==> src/rtl/inst_encoder_loader.sv <==
// Instruction encoder and program loader: packs field sets into 8-bit words,
// stages them in a small FIFO and streams them into instruction memory.
module inst_encoder_loader #(
    parameter int PROG_DEPTH = 16,
    parameter int FIFO_DEPTH = 4,
    parameter int AW         = 4
) (
    input  logic          clk,
    input  logic          reset,
    input  logic          start,
    input  logic          in_valid,
    output logic          in_ready,
    input  logic [1:0]    op,
    input  logic [1:0]    dest_addr,
    input  logic [1:0]    src1_addr,
    input  logic [1:0]    src2_addr,
    input  logic          in_last,
    output logic          mem_we,
    output logic [AW-1:0] mem_addr,
    output logic [7:0]    mem_wdata,
    output logic          done,
    output logic [AW:0]   inst_count
);

    localparam int FAW = (FIFO_DEPTH > 1) ? $clog2(FIFO_DEPTH) : 1;

    localparam logic [AW:0]    PROG_MAX = (AW+1)'(PROG_DEPTH);
    localparam logic [AW:0]    CNT_ONE  = (AW+1)'(1);
    localparam logic [FAW:0]   FIFO_MAX = (FAW+1)'(FIFO_DEPTH);
    localparam logic [FAW:0]   FCNT_ONE = (FAW+1)'(1);
    localparam logic [FAW-1:0] PTR_ONE  = FAW'(1);

    typedef enum logic [1:0] {
        IDLE,
        LOAD,
        DONE
    } state_t;

    state_t state;
    state_t state_nxt;

    logic [7:0]     fifo_mem [FIFO_DEPTH];
    logic [FAW-1:0] rd_ptr;
    logic [FAW-1:0] wr_ptr;
    logic [FAW:0]   fifo_count;
    logic [AW:0]    accepted;
    logic           last_seen;
    logic           push;
    logic           pop;
    logic           begin_load;

    // start only matters outside LOAD; a pulse mid-load is dropped
    assign begin_load = start && (state != LOAD);

    assign in_ready = (state == LOAD) && (fifo_count < FIFO_MAX)
                      && !last_seen && (accepted < PROG_MAX);

    assign push = in_valid && in_ready;
    assign pop  = (state == LOAD) && (fifo_count != '0);
    assign done = (state == DONE);

    always_ff @(posedge clk) begin
        if (!reset) begin
            state <= IDLE;
        end else begin
            state <= state_nxt;
        end
    end

    always_comb begin
        state_nxt = state;
        unique case (state)
            IDLE: begin
                if (start) state_nxt = LOAD;
            end
            LOAD: begin
                // an empty FIFO implies no pop this cycle
                if ((fifo_count == '0) &&
                    (last_seen || (accepted == PROG_MAX)))
                    state_nxt = DONE;
            end
            DONE: begin
                if (start) state_nxt = LOAD;
            end
            default: state_nxt = IDLE;
        endcase
    end

    always_ff @(posedge clk) begin
        if (push) begin
            fifo_mem[wr_ptr] <= {op, dest_addr, src1_addr, src2_addr};
        end
    end

    always_ff @(posedge clk) begin
        if (!reset) begin
            rd_ptr     <= '0;
            wr_ptr     <= '0;
            fifo_count <= '0;
            accepted   <= '0;
            last_seen  <= 1'b0;
            mem_we     <= 1'b0;
            mem_addr   <= '0;
            mem_wdata  <= '0;
            inst_count <= '0;
        end else begin
            mem_we <= 1'b0;
            if (begin_load) begin
                rd_ptr     <= '0;
                wr_ptr     <= '0;
                fifo_count <= '0;
                accepted   <= '0;
                last_seen  <= 1'b0;
                mem_addr   <= '0;
                inst_count <= '0;
            end else begin
                if (push) begin
                    wr_ptr   <= wr_ptr + PTR_ONE;
                    accepted <= accepted + CNT_ONE;
                    if (in_last) last_seen <= 1'b1;
                end
                if (pop) begin
                    rd_ptr     <= rd_ptr + PTR_ONE;
                    mem_we     <= 1'b1;
                    mem_wdata  <= fifo_mem[rd_ptr];
                    mem_addr   <= inst_count[AW-1:0];
                    inst_count <= inst_count + CNT_ONE;
                end
                if (push && !pop) begin
                    fifo_count <= fifo_count + FCNT_ONE;
                end else if (pop && !push) begin
                    fifo_count <= fifo_count - FCNT_ONE;
                end
            end
        end
    end

endmodule

==> config.mk <==
export PLATFORM = sky130hd
export DESIGN_NAME = inst_encoder_loader
export DESIGN_NICKNAME = d
export VERILOG_FILES = /design/src/rtl/inst_encoder_loader.sv
export SDC_FILE = /design/constraint.sdc
export NUM_CORES = 1
export LEC_CHECK = 0
export BUFFER_PORTS_ARGS = -buffer_cell sky130_fd_sc_hd__buf_2
export CAP_MARGIN = 5
export CORE_ASPECT_RATIO = 0.7
export CORE_MARGIN = 4
export CORE_UTILIZATION = 35
export DETAILED_ROUTE_END_ITERATION = 16
export PLACE_DENSITY = 0.65
export SYNTH_ARGS = -nofsm -noshare
export SYNTH_HDL_FRONTEND = slang
export SYNTH_SLANG_ARGS = --single-unit
==> constraint.sdc <==
create_clock -name clk -period 6.9 [get_ports clk]
set_input_delay 0.69 -clock clk [delete_from_list [all_inputs] [get_ports clk]]
set_output_delay 0.69 -clock clk [all_outputs]
set_load 0.01 [all_outputs]
==> results_dict.tcl <==
set metrics [dict create \
    r2r_start "fifo_count[2]$_SDFFE_PP0P_" \
    max_stage_delay_ps 820 \
    vias 1752 \
    r2r_setup_slack_ps 3830 \
    fin_ws_ps 3830 \
    hold_viol_final 0 \
    ff2ff_path_depth 9 \
    drc_errors 0 \
    max_freq_mhz 326 \
    crit_top_cell "inv_1" \
    critPathBufInv 2 \
    htreeDepth 3 \
    cts_hold_buf 0 \
    cts-root-buf "clkbuf_8" \
    synth-seq-area-share_pct 60.1 \
    holdPathStages 2 \
    via_per_inst 5.05 \
    status "finished, final reports clean" \
    period_share_pct 44.5 \
    leakagePower_nw 1.10 \
    wl_um 5380 \
    overflow 0 \
    crit_arrival_ps 3320 \
    hp-start "mem_wdata[1]$_SDFFE_PN0P_" \
    rsz0062_at_grt "false" \
    grt_pass1_wl_um 8600 \
    setup_viol 0 \
    grt_pass1_vias 1704 \
    dp_hpwl_um 3690 \
    avgSynthCellArea_sq_um 12.7 \
    required_ps 7160 \
    cts_tree "yes" \
    antenna_found_initial 0 \
    crit_path_top_delay_cell "nor3_2" \
    maxSlewViolCount 0 \
    syn-cell-area_sq_um 2700 \
    die_w_um 113 \
    drive_gt1_share_pct 24.9 \
    min_period_ps 3070 \
    core_area_sq_um 7380 \
    worst_hold_path_type "flop to flop" \
    synth_seq_cells 65 \
    power_density_nw_per_um2 250 \
    area_growth_pct 14.1 \
    vdd_drop_max_mv 0.0895 \
    grt_max_degree 22 \
    cts_resized 0 \
    tns_ps 0 \
    ioPinCount 33 \
    drtIter0Drc 77 \
    cp_max_fo 19 \
    antenna_left 0 \
    synth_nets 235 \
    postCtsSetupRepairBufs 0 \
    post-route-util_pct 41.7 \
    clock_sinks 65 \
    yosys_warnings 0 \
    die_area_sq_um 9200 \
    wl_per_cell_um 15.5 \
    num_rows 26 \
    maxCapViolations 0 \
    track_usage_pct 12.3 \
    start_util_pct 36.5 \
    fin_skew_ps 5.67 \
    clkSlewWorstSetupHoldPaths_ps 70 \
    place.gp.congestion 0.778 \
    max-clock-path-buffers 2 \
    postPlaceCellArea_sq_um 2920 \
    endpoint_kind "flop" \
    hold_end "mem_wdata[1]$_SDFFE_PN0P_" \
    relSlewSlack_pct 34.0 \
    port-buffer-count 32 \
    cp-start-kind "flop" \
    cp_cell_sequence "nor3_2 > nor2_1 > inv_1 > ha_1 > inv_1 > fa_1 > xor2_1 > or3_1 > a21oi_1" \
    cts-buffers-inserted 9 \
    finalInstanceArea_sq_um 3080 \
    place_ws_ps 3810 \
    worstMarginPinSlew_ps 984 \
    firstDrtPassIters 4 \
    fin_nets 266 \
    synthDistinctLibCells 41 \
    syn_inst 213 \
    diodes 0 \
    cp_top_family "simple AND/OR/NAND/NOR gates" \
    rr_endpoint "fifo_count[2]$_SDFFE_PP0P_" \
    clk_latency_ps 330 \
    criticalPathCategory "flop to flop" \
    dieHeight_um 81.5 \
]
[power breakdown]
group	total, mW	internal, mW	switching (mW)	leakage (nW)
registers	0.425	0.415	0.00918	0.556
logic	0.0764	0.0265	0.0499	0.457
clock network	0.268	0.128	0.141	0.0861
total	0.769	0.570	0.200	1.10
[registers in the layout, indices dropped and copies added, names as in the netlist]
name	flops
fifo_mem	32
accepted	5
mem_wdata	8
wr_ptr	2
state	2
fifo_count	3
mem_addr	4
inst_count	5
last_seen	1
mem_we	1
rd_ptr	2
[per-layer routing]
layer	track usage, %	up-vias	wire length (um)
met4	5.04	0	40
met1	15.6	851	2570
met5	0	-	0
met3	4.71	5	299
li1	-	864	-
met2	19.0	32	2470
[tightest hold or removal path, delay by kind of cell (launching register included)]
family             cells  cell delay [ps]
AOI/OAI and AO/OA      1               60
DFF                    1              310
and+or+nand+nor        1               50
[worst max path at each step]
stage	slack [ps]	startpoint	to	cells after the start
3_3_place_gp	3940	fifo_count[2]$_SDFFE_PP0P_	fifo_count[2]$_SDFFE_PP0P_	9
3_5_place_dp	3810	fifo_count[2]$_SDFFE_PP0P_	fifo_count[2]$_SDFFE_PP0P_	9
5_1_grt	3580	fifo_count[2]$_SDFFE_PP0P_	fifo_count[2]$_SDFFE_PP0P_	9
4_1_cts	3790	fifo_count[2]$_SDFFE_PP0P_	fifo_count[2]$_SDFFE_PP0P_	9
6_report	3830	fifo_count[2]$_SDFFE_PP0P_	fifo_count[2]$_SDFFE_PP0P_	9
2_1_floorplan	4410	in_valid	fifo_count[2]$_SDFFE_PP0P_	9
[cell type report]
class                           count  area [sq um]
Sequential cell                    65          1620
Fill cell                         692          4310
Multi-Input combinational cell    125           972
Tap cell                           98           123
Clock buffer                       10           128
Clock inverter                      6          33.8
Timing Repair Buffer               32           160
Inverter                           11          41.3
[kinds of logic after synthesis]
family	Yosys count	share of synthesized area (%)
buf+inv	23	3.89
simple gates	53	11.5
fa+ha+maj	9	4.45
xor+xnor	2	0.649
compound gates	51	12.0
mux	10	7.42
flops	65	60.1
[cell usage in the layout, fill, tap and decap left out, drive strengths merged, types with 6 or more instances in the layout]
cell     synthesis  layout
dfxtp           33      33
edfxtp          32      32
buf              2      32
a21oi           18      18
nand3           13      13
o21ai           13      13
inv             11      12
clkbuf          10      10
nand2            9       9
mux4             8       8
o2bb2ai          8       8
ha               8       8
nor2             6       6
[cell usage after synthesis, drive strengths merged]
| cell | instances | area share (%) |
|---|---|---|
| mux4 | 8 | 6.7 |
| ha | 8 | 3.7 |
| or3 | 3 | 0.70 |
| nor3b | 2 | 0.74 |
| nor3 | 4 | 1.1 |
| or4 | 5 | 1.5 |
| clkbuf | 10 | 1.8 |
| inv | 11 | 1.5 |
| o22ai | 1 | 0.23 |
| o211ai | 2 | 0.56 |
| nand3 | 13 | 2.4 |
| o21a | 1 | 0.28 |
| o31ai | 5 | 1.4 |
| and2b | 1 | 0.32 |
| a31oi | 1 | 0.23 |
| and2 | 1 | 0.23 |
| or3b | 2 | 0.65 |
| fa | 1 | 0.74 |
| o2bb2ai | 8 | 2.6 |
| nor2b | 1 | 0.23 |
| xor2 | 2 | 0.65 |
| nand2b | 1 | 0.23 |
| mux2i | 2 | 0.74 |
| dfxtp | 33 | 24 |
| buf | 2 | 0.60 |
| nand2 | 9 | 1.3 |
| nor2 | 6 | 0.83 |
| nor4bb | 1 | 0.37 |
| edfxtp | 32 | 36 |
| a21oi | 18 | 3.5 |
| a41oi | 1 | 0.32 |
| o21ai | 13 | 2.5 |
| and3 | 4 | 0.93 |
| a211o | 1 | 0.32 |
[stage by stage]
stage / power, mW / hold WS, ps / std cells
after global placement: 0.507 / 450 / 331
final: 0.769 / 457 / 347
after CTS: 0.779 / 463 / 347
after floorplan: 0.490 / 477 / 213
after detailed placement: 0.510 / 454 / 331
after global routing: 0.807 / 483 / 347
(Power assumes the default switching activity.)
